**config.mk**
```make
export PLATFORM = sky130hd
export DESIGN_NAME = neuron_layer_flat
export DESIGN_NICKNAME = d
export VERILOG_FILES = /design/src/rtl/neuron_layer_pkg.sv /design/src/rtl/neuron_layer_if.sv /design/src/rtl/neuron_layer_mac_lane.sv /design/src/rtl/neuron_layer.sv /design/src/flat_wrapper.sv
export SDC_FILE = /design/constraint.sdc
export NUM_CORES = 1
export LEC_CHECK = 0
export CAP_MARGIN = 20
export CORE_MARGIN = 4
export CORE_UTILIZATION = 45
export DETAILED_ROUTE_END_ITERATION = 10
export PLACE_DENSITY = 0.65
export REMOVE_ABC_BUFFERS = 1
export SLEW_MARGIN = 20
export SYNTH_ARGS = -nofsm -noshare
export SYNTH_HDL_FRONTEND = slang
export SYNTH_HIERARCHICAL = 1
export SYNTH_SLANG_ARGS = --single-unit
```
**constraint.sdc**
```tcl
create_clock -name clk -period 8.05 [get_ports clk]
set_input_delay 2.0125 -clock clk [delete_from_list [all_inputs] [get_ports clk]]
set_output_delay 2.0125 -clock clk [all_outputs]
set_load 0.005 [all_outputs]
```
**src/rtl/neuron_layer_pkg.sv**
```systemverilog
// Shared definitions for the neuron layer: FSM state encoding and activation selectors.
package neuron_layer_pkg;

    typedef enum logic [1:0] {
        StIdle  = 2'd0,
        StAccum = 2'd1,
        StAct   = 2'd2
    } state_e;

    localparam int unsigned ACT_IDENT = 0;
    localparam int unsigned ACT_RELU  = 1;

endpackage

```
**src/rtl/neuron_layer_if.sv**
```systemverilog
// Handshake/data bundle between the feature source and the neuron layer.
interface neuron_layer_if #(
    parameter int unsigned IN_W  = 8,
    parameter int unsigned W_W   = 8,
    parameter int unsigned ACC_W = 18,
    parameter int unsigned P     = 2
);
    logic                 start;
    logic [P*ACC_W-1:0]   bias;
    logic [IN_W-1:0]      in;
    logic [P*W_W-1:0]     weight;
    logic                 in_valid;
    logic                 in_ready;
    logic [P*ACC_W-1:0]   out;
    logic                 ready;
    logic [P-1:0]         sat;

    modport master (
        output start, bias, in, weight, in_valid,
        input  in_ready, out, ready, sat
    );

    modport slave (
        input  start, bias, in, weight, in_valid,
        output in_ready, out, ready, sat
    );
endinterface

```
**src/rtl/neuron_layer_mac_lane.sv**
```systemverilog
// One neuron lane: multiply the shared sample by the lane weight, accumulate with
// saturation, and apply the activation when the layer fires.
module neuron_layer_mac_lane
    import neuron_layer_pkg::*;
#(
    parameter int unsigned IN_W  = 8,
    parameter int unsigned W_W   = 8,
    parameter int unsigned ACC_W = 18,
    parameter int unsigned ACT   = ACT_RELU
) (
    input  logic             clk,
    input  logic             rst,
    input  logic             load,
    input  logic             beat,
    input  logic             fire,
    input  logic [ACC_W-1:0] bias,
    input  logic [IN_W-1:0]  sample,
    input  logic [W_W-1:0]   weight,
    output logic [ACC_W-1:0] out,
    output logic             sat
);

    localparam logic [ACC_W-1:0] MaxVal = {1'b0, {(ACC_W-1){1'b1}}};
    localparam logic [ACC_W-1:0] MinVal = {1'b1, {(ACC_W-1){1'b0}}};

    logic signed [IN_W+W_W-1:0] prod;
    logic signed [ACC_W-1:0]    prod_ext;
    logic [ACC_W-1:0]           acc_q;
    logic [ACC_W-1:0]           acc_d;
    logic                       ovf;
    logic                       sat_run_q;
    logic [ACC_W-1:0]           out_q;
    logic                       sat_q;
    logic [ACC_W-1:0]           act_val;

    // Add at ACC_W+1 bits; a mismatch of the top two bits means the result left the range.
    function automatic logic [ACC_W:0] sat_add(input logic [ACC_W-1:0] a,
                                                input logic [ACC_W-1:0] b);
        logic [ACC_W:0] s;
        logic [ACC_W:0] r;
        s = {a[ACC_W-1], a} + {b[ACC_W-1], b};
        if (s[ACC_W] != s[ACC_W-1]) begin
            r = {1'b1, s[ACC_W] ? MinVal : MaxVal};
        end else begin
            r = {1'b0, s[ACC_W-1:0]};
        end
        return r;
    endfunction

    // Full-precision product, sign-extended into the accumulator width.
    always_comb begin
        prod     = $signed(sample) * $signed(weight);
        prod_ext = ACC_W'(prod);
        {ovf, acc_d} = sat_add(acc_q, prod_ext);
        if (ACT == ACT_RELU && acc_q[ACC_W-1]) begin
            act_val = '0;
        end else begin
            act_val = acc_q;
        end
    end

    // Accumulator, sticky run flag and the published result/flag registers.
    always_ff @(posedge clk) begin
        if (rst) begin
            acc_q     <= '0;
            sat_run_q <= 1'b0;
            out_q     <= '0;
            sat_q     <= 1'b0;
        end else begin
            if (load) begin
                acc_q     <= bias;
                sat_run_q <= 1'b0;
            end else if (beat) begin
                acc_q <= acc_d;
                if (ovf) begin
                    sat_run_q <= 1'b1;
                end
            end
            // The visible flag only changes on fire so it survives the next start.
            if (fire) begin
                out_q <= act_val;
                sat_q <= sat_run_q;
            end
        end
    end

    assign out = out_q;
    assign sat = sat_q;

endmodule

```
**src/rtl/neuron_layer.sv**
```systemverilog
// P parallel serial neurons sharing one input stream. Holds the control FSM and
// beat counter; the arithmetic lives in one mac lane per neuron.
module neuron_layer
    import neuron_layer_pkg::*;
#(
    parameter int unsigned IN_W  = 8,
    parameter int unsigned W_W   = 8,
    parameter int unsigned ACC_W = 18,
    parameter int unsigned M     = 4,
    parameter int unsigned P     = 2,
    parameter int unsigned ACT   = ACT_RELU
) (
    input  logic          clk,
    input  logic          rst,
    neuron_layer_if.slave bus
);

    localparam int unsigned CntW = (M > 1) ? $clog2(M) : 1;

    state_e             state_q;
    logic [CntW-1:0]    cnt_q;
    logic               in_ready_q;
    logic               ready_q;
    logic               load;
    logic               beat;
    logic               fire;
    logic               last;
    logic [P*ACC_W-1:0] out_w;
    logic [P-1:0]       sat_w;

    // Lane strobes decoded from the current state.
    always_comb begin
        load = (state_q == StIdle) && bus.start;
        beat = bus.in_valid && in_ready_q;
        fire = (state_q == StAct);
        last = (cnt_q == CntW'(M - 1));
    end

    // Control FSM with registered handshake outputs.
    always_ff @(posedge clk) begin
        if (rst) begin
            state_q    <= StIdle;
            cnt_q      <= '0;
            in_ready_q <= 1'b0;
            ready_q    <= 1'b0;
        end else begin
            ready_q <= 1'b0;
            unique case (state_q)
                StIdle: begin
                    if (bus.start) begin
                        state_q    <= StAccum;
                        cnt_q      <= '0;
                        in_ready_q <= 1'b1;
                    end
                end
                StAccum: begin
                    if (beat) begin
                        if (last) begin
                            state_q    <= StAct;
                            cnt_q      <= '0;
                            in_ready_q <= 1'b0;
                        end else begin
                            cnt_q <= cnt_q + 1'b1;
                        end
                    end
                end
                StAct: begin
                    ready_q <= 1'b1;
                    state_q <= StIdle;
                end
                default: begin
                    state_q    <= StIdle;
                    in_ready_q <= 1'b0;
                end
            endcase
        end
    end

    for (genvar k = 0; k < P; k++) begin : g_lane
        neuron_layer_mac_lane #(
            .IN_W  (IN_W),
            .W_W   (W_W),
            .ACC_W (ACC_W),
            .ACT   (ACT)
        ) u_lane (
            .clk    (clk),
            .rst    (rst),
            .load   (load),
            .beat   (beat),
            .fire   (fire),
            .bias   (bus.bias[k*ACC_W +: ACC_W]),
            .sample (bus.in),
            .weight (bus.weight[k*W_W +: W_W]),
            .out    (out_w[k*ACC_W +: ACC_W]),
            .sat    (sat_w[k])
        );
    end

    assign bus.in_ready = in_ready_q;
    assign bus.ready    = ready_q;
    assign bus.out      = out_w;
    assign bus.sat      = sat_w;

endmodule
```
**src/flat_wrapper.sv**
```systemverilog
// flat-port wrapper written by rule: the top's interface ports become plain ports
module neuron_layer_flat import neuron_layer_pkg::*;
#(
    parameter int unsigned IN_W  = 8,
    parameter int unsigned W_W   = 8,
    parameter int unsigned ACC_W = 18,
    parameter int unsigned M     = 4,
    parameter int unsigned P     = 2,
    parameter int unsigned ACT   = ACT_RELU
)
  (clk, rst, bus_start, bus_bias, bus_in, bus_weight, bus_in_valid, bus_in_ready, bus_out, bus_ready, bus_sat);
  neuron_layer_if #(.IN_W(IN_W), .W_W(W_W), .ACC_W(ACC_W), .P(P)) bus_i ();
  input  logic clk;
  input  logic rst;
  input wire logic [$bits(bus_i.start)-1:0] bus_start;
  input wire logic [$bits(bus_i.bias)-1:0] bus_bias;
  input wire logic [$bits(bus_i.in)-1:0] bus_in;
  input wire logic [$bits(bus_i.weight)-1:0] bus_weight;
  input wire logic [$bits(bus_i.in_valid)-1:0] bus_in_valid;
  output wire logic [$bits(bus_i.in_ready)-1:0] bus_in_ready;
  output wire logic [$bits(bus_i.out)-1:0] bus_out;
  output wire logic [$bits(bus_i.ready)-1:0] bus_ready;
  output wire logic [$bits(bus_i.sat)-1:0] bus_sat;
  assign bus_i.start = bus_start;
  assign bus_i.bias = bus_bias;
  assign bus_i.in = bus_in;
  assign bus_i.weight = bus_weight;
  assign bus_i.in_valid = bus_in_valid;
  assign bus_in_ready = bus_i.in_ready;
  assign bus_out = bus_i.out;
  assign bus_ready = bus_i.ready;
  assign bus_sat = bus_i.sat;
  neuron_layer #(.IN_W(IN_W), .W_W(W_W), .ACC_W(ACC_W), .M(M), .P(P), .ACT(ACT)) u_core (.clk(clk), .rst(rst), .bus(bus_i));
endmodule
```
==> results of run 1 <==
-- sequential cells by signal, indices dropped and copies added, names as in the netlist --
register and count:
u_core/g_lane.u_lane/sat_run_q 2, u_core/state_q 2, u_core/bus.ready 1, u_core/bus.in_ready 1, u_core/g_lane.u_lane/acc_q 36, u_core/cnt_q 2
u_core/g_lane.u_lane/sat 2, u_core/g_lane.u_lane/out 34
-- cells by family after synthesis --
kind of cell	Yosys count	synth area share
AND/OR/NAND/NOR	332	0.162
adder cells (fa/ha/maj)	258	0.424
multiplexers	7	0.00899
other	2	0.000710
flip-flops	80	0.151
buffers and inverters	233	0.0861
XOR/XNOR	33	0.0309
AO/OA/AOI/OAI	205	0.136
-- metal layers --
metal	wire (um)	global-route usage	share of wire
met2	10400	0.284	0.42
met3	1060	0.0245	0.043
met4	322	0.0438	0.013
met1	13000	0.317	0.52
met5	0	0	0
-- layout make-up --
cell class / instances / area (um2)
Fill cell: 2055 / 10500
Multi-Input combinational cell: 837 / 8070
Sequential cell: 80 / 1600
Timing Repair Buffer: 142 / 1310
Inverter: 198 / 743
Tap cell: 313 / 392
Clock buffer: 13 / 250
Clock inverter: 3 / 17.5
Antenna cell: 1 / 2.50
-- critical path: stages --
cell             delay (ps)
clkdlybuf4s50_1         750
buf_4                   230
nand2_1                 120
fa_1                    540
fa_1                    560
inv_1                   120
fa_1                    500
inv_1                    50
fa_1                    470
inv_1                    40
ha_1                    270
ha_1                    350
a21o_1                  230
a211oi_1                290
o2111ai_1               200
a21oi_1                 340
o22ai_1                 170
buf_4                   210
a211oi_1                230
a211oi_1                 70
-- final timing paths --
check / startpoint / end / slack [ps] / cells after the start
hold reg to reg: u_core/g_lane[1].u_lane/out[13] / u_core/g_lane[1].u_lane/out[13] / 470 / 2
setup reg to reg: u_core/g_lane[0].u_lane/acc_q[6] / u_core/g_lane[0].u_lane/acc_q[9] / 2690 / 17
hold / removal: u_core/g_lane[1].u_lane/out[13] / u_core/g_lane[1].u_lane/out[13] / 470 / 2
setup / recovery: bus_in[7] / u_core/g_lane[1].u_lane/acc_q[5] / 450 / 20
-- per-stage QoR --
step / util / hold slack [ps] / instance area, um2 / setup slack (ps)
detailed placement: 0.529 / 462 / 12100 / 34.7
finish: 0.541 / 471 / 12400 / 450
floorplan: - / 442 / 10400 / 832
CTS: 0.540 / 473 / 12400 / 381
global route: 0.541 / 487 / 12400 / 44.8
global placement: 0.529 / 455 / 12100 / 121
-- layout by cell type, fill, tap and decap left out, types with 14 or more instances in the layout --
| cell | synthesis | final |
|---|---|---|
| and2_1 | 67 | 66 |
| a21oi_1 | 84 | 84 |
| ha_1 | 89 | 89 |
| clkdlybuf4s50_1 | 0 | 100 |
| nand2b_1 | 19 | 19 |
| nor2b_1 | 27 | 27 |
| xnor2_1 | 19 | 19 |
| nand3_1 | 18 | 18 |
| buf_4 | 3 | 41 |
| o21ai_0 | 24 | 24 |
| inv_1 | 196 | 196 |
| fa_1 | 168 | 168 |
| a211oi_2 | 14 | 14 |
| dfxtp_1 | 80 | 80 |
| nand2_1 | 63 | 63 |
| nor2_1 | 91 | 91 |
-- cell usage after synthesis, types with 14 or more instances --
cell type | n | area, um2
inv_1 | 196 | 736
fa_1 | 168 | 3360
nor2_1 | 91 | 342
ha_1 | 89 | 1110
a21oi_1 | 84 | 420
dfxtp_1 | 80 | 1600
and2_1 | 67 | 419
nand2_1 | 63 | 236
nor2b_1 | 27 | 169
clkbuf_1 | 24 | 90.1
o21ai_0 | 24 | 120
nand2b_1 | 19 | 119
xnor2_1 | 19 | 166
nand3_1 | 18 | 90.1
a211oi_2 | 14 | 175
==> impl_metrics.py, run 1 <==
metrics = {
    "outcome": {
        "status": "complete, no violations",
    },
    "clock_network": {
        "tritoncts": "yes",
        "postCtsSetupRepairBufs": 0,
        "cts_max_level": 3,
        "clock_latency_ps": 330,
        "cts_root_buf": "clkbuf_16",
        "clockBufferDepth": 2,
        "numCtsBuffers": 9,
        "cts_sinks": 80,
        "clkTransAtPathRegs_ps": 60,
        "ctsResizeCount": 0,
        "cts_hold_buf": 0,
    },
    "worst_setup_path": {
        "required_ps": 8230,
        "crit_type": "primary input to flop",
        "critPathMaxFanout": 11,
        "worstSetupStartpointType": "primary input",
        "crit_arrival_ps": 7780,
        "end_kind": "flop",
    },
    "drt": {
        "via_count": 8007,
        "ant_nets": 0,
        "drt_iter0_markers": 399,
        "wire_per_inst_um": 15.6,
        "viasPerCell": 5.05,
        "firstDrtPassIters": 4,
        "drc": 0,
        "wl_mm": 24.8,
    },
    "sta": {
        "slew_violations": 0,
        "slew_headroom": 0.446,
        "fin_crit_ps": 7600,
        "post-route-period-util": 0.944,
        "worst_pin_slew_ps": 831,
        "hold_violations": 0,
        "rsz0062_at_grt": "no",
        "fmax_mhz": 132,
        "setup_viol": 0,
        "fin_skew_ps": 8.61,
        "setup_tns_ps": 0,
    },
    "yosys": {
        "yosysWarningCount": 6,
        "synth_area_um2": 10600,
        "synthArstFlopShare": 0,
        "synth-edff-count": 0,
        "synthCells": 1150,
        "synth_area_per_cell_um2": 9.20,
        "synth_seq_cells": 80,
        "synth_cell_type_count": 71,
        "yosysSeqAreaShare": 0.151,
        "ys.flop_type": "dfxtp_1",
    },
    "placement": {
        "place_congestion": 0.858,
        "io_buffer_count": 101,
        "hpwlAfterDp_mm": 20.6,
        "place_inst": 1570,
    },
    "hold_path": {
        "holdCritPathClass": "flop to flop",
    },
    "floorplan": {
        "row_count": 55,
        "dieArea_um2": 26000,
        "die_x_um": 161,
        "ios": 104,
        "core_um2": 22900,
        "dieHeight_um": 161,
        "initial_utilization": 0.462,
    },
    "global_routing": {
        "grt_pass1_vias": 8159,
        "grt_use_total": 0.197,
        "grt_max_degree": 70,
        "overflow": 0,
        "grt_pass1_wl_mm": 42.4,
        "antenna_found_initial": 1,
    },
    "layout": {
        "synthToLayoutAreaGrowth_pct": 17.1,
        "layoutNonFillerInstCount": 1587,
        "drive_above_1_share": 0.0809,
        "fin_nets": 1589,
    },
    "flow_run": {
        "drv.max_cap_violation_count": 0,
    },
}
Power of run 1 is left out: the tool's default activity adds up to more than one toggle a clock period on the data nets, which glitch-free logic cannot reach.
==> inputs of run 2 (changes only) <==
--- a/config.mk
+++ b/config.mk
@@ -9,8 +9,7 @@
 export CORE_MARGIN = 4
 export CORE_UTILIZATION = 45
 export DETAILED_ROUTE_END_ITERATION = 10
-export PLACE_DENSITY = 0.65
-export REMOVE_ABC_BUFFERS = 1
+export PLACE_DENSITY_LB_ADDON = 0.08
 export SLEW_MARGIN = 20
 export SYNTH_ARGS = -nofsm -noshare
 export SYNTH_HDL_FRONTEND = slang
==> constraint.sdc (replaced) <==
create_clock -name clk -period 8.05 [get_ports clk]
set_input_delay 2.0125 -clock clk [delete_from_list [all_inputs] [get_ports clk]]
set_output_delay 2.0125 -clock clk [all_outputs]
set_load 0.01 [all_outputs]
==> impl_metrics.py, run 2 (same netlist as run 1, synthesis figures left out) <==
metrics = {
    "outcome": {
        "status": "complete, no violations",
    },
    "layout": {
        "fin_nets": 1598,
        "regArea_um2": 1600,
        "fillers": 2155,
        "final_cell_area_um2": 12500,
        "final_common_cell": "inv_1",
        "synthToLayoutAreaGrowth_pct": 18.4,
        "top_register": "u_core/g_lane.u_lane/acc_q",
        "diodes": 0,
        "multiInputGateArea_um2": 8070,
        "largest_reg_flops": 36,
        "final_cell_mix": "inv_1, fa_1, clkdlybuf4s50_1",
        "utilization": 0.547,
        "drive_above_1_share": 0.0881,
    },
    "worst_setup_path": {
        "end_kind": "flop",
        "crit_arrival_ps": 7820,
        "max_stage_delay_ps": 570,
        "required_ps": 8310,
        "r2r_end": "u_core/g_lane[0].u_lane/acc_q[9]",
        "worstSetupStartpointType": "primary input",
        "critPathMaxFanout": 16,
        "critPathMostFrequentCell": "fa_1",
        "rrSetupSlack_ps": 2680,
        "cp_num_cells": 18,
        "crit_chain": "clkdlybuf4s50_1 > buf_12 > and2_1 > buf_4 > fa_1 > inv_1 > fa_1 > inv_1 > fa_1 > fa_1 > ha_1 > ha_1 > and3_1 > o2111ai_1 > o21ai_4 > mux2i_4 > nand2_2 > a211oi_1",
        "crit_family": "adder cells",
        "crit_type": "primary input to flop",
        "critical_path_buf_inv_count": 5,
        "r2r_cells": 17,
        "crit_slowest_cell": "and2_1",
        "r2r_start": "u_core/g_lane[0].u_lane/acc_q[6]",
    },
    "hold_path": {
        "min_from": "u_core/g_lane[1].u_lane/out[10]",
        "holdCritPathClass": "flop to flop",
        "whs_path_depth": 2,
        "min_to": "u_core/g_lane[1].u_lane/out[10]",
    },
    "clock_network": {
        "cts_max_level": 3,
        "ctsResizeCount": 0,
        "clkTransAtPathRegs_ps": 70,
        "cts_root_buf": "clkbuf_16",
        "tritoncts": "yes",
        "cts_sinks": 80,
        "cts_hold_buf": 0,
        "clock_latency_ps": 340,
        "numCtsBuffers": 9,
        "clockBufferDepth": 2,
        "postCtsSetupRepairBufs": 0,
    },
    "sta": {
        "slew_violations": 0,
        "hold_slack_ps": 465,
        "fmax_mhz": 132,
        "fin_skew_ps": 8.13,
        "post-route-period-util": 0.939,
        "worst_pin_slew_ps": 905,
        "fin_crit_ps": 7560,
        "slew_headroom": 0.395,
        "hold_violations": 0,
        "rsz0062_at_grt": "no",
        "setup_viol": 0,
    },
    "drt": {
        "via_count": 8157,
        "wl_mm": 26.0,
        "drt_iter0_markers": 360,
        "wire_per_inst_um": 16.3,
        "ant_nets": 0,
        "firstDrtPassIters": 4,
        "drc": 0,
        "viasPerCell": 5.11,
    },
    "placement": {
        "hpwlAfterDp_mm": 21.7,
        "io_buffer_count": 101,
        "dpl-instance-area_um2": 12200,
        "place_congestion": 0.865,
    },
    "floorplan": {
        "die_x_um": 161,
        "row_count": 55,
        "initial_utilization": 0.462,
        "dieHeight_um": 161,
        "dieArea_um2": 26000,
        "core_um2": 22900,
        "ios": 104,
    },
    "global_routing": {
        "overflow": 0,
        "grt_pass1_vias": 8565,
        "grt_pass1_wl_mm": 44.2,
        "grt_max_degree": 70,
        "antenna_found_initial": 0,
        "grt_use_total": 0.209,
    },
    "yosys": {
        "syn_nets": 1471,
    },
    "flow_run": {
        "drv.max_cap_violation_count": 0,
    },
}
## run 2: cell type report
class / instances / area share
Clock buffer: 11 / 0.0186
Multi-Input combinational cell: 837 / 0.644
Tap cell: 313 / 0.0313
Timing Repair Buffer: 151 / 0.112
Clock inverter: 5 / 0.00649
Sequential cell: 80 / 0.128
Inverter: 198 / 0.0593
## run 2: worst max-delay path by stage
stage / from / end / slack (ps)
global route: bus_in[7] / u_core/g_lane[0].u_lane/acc_q[0] / 100
global placement: bus_in[7] / u_core/g_lane[1].u_lane/acc_q[13] / -30
CTS: bus_in[7] / u_core/g_lane[1].u_lane/acc_q[13] / 180
floorplan: bus_weight[1] / u_core/g_lane[0].u_lane/acc_q[12] / 960
finish: bus_in[7] / u_core/g_lane[0].u_lane/acc_q[0] / 490
detailed placement: bus_in[7] / u_core/g_lane[1].u_lane/acc_q[13] / -190
## run 2: worst reg2reg max path, stage by stage (launching register included)
cell      delay [ps]
dfxtp_1          400
inv_1             90
fa_1             540
inv_1             60
fa_1             490
inv_1             50
fa_1             480
inv_1             60
fa_1             430
fa_1             450
ha_1             360
o21ai_0          100
o21a_1           230
o31ai_2          360
a31oi_4          180
xnor2_4          560
o21ai_0          240
a211oi_2         240
## run 2: metrics by stage
stage,cells,TNS [ps],worst slack [ps]
floorplan,1150,0,957
global placement,1579,-26.7,-26.7
detailed placement,1579,-199,-187
CTS,1595,0,181
global route,1595,0,95.3
finish,1595,0,488
## run 2: layer usage
| layer | part of all wire | vias to the layer above | GRT usage |
|---|---|---|---|
| met5 | 0 | - | 0 |
| met4 | 0.021 | 0 | 0.0465 |
| met3 | 0.033 | 27 | 0.0314 |
| met2 | 0.51 | 135 | 0.370 |
| met1 | 0.43 | 4047 | 0.272 |
| li1 | - | 3948 | - |
Power of run 2 is left out for the same reason.
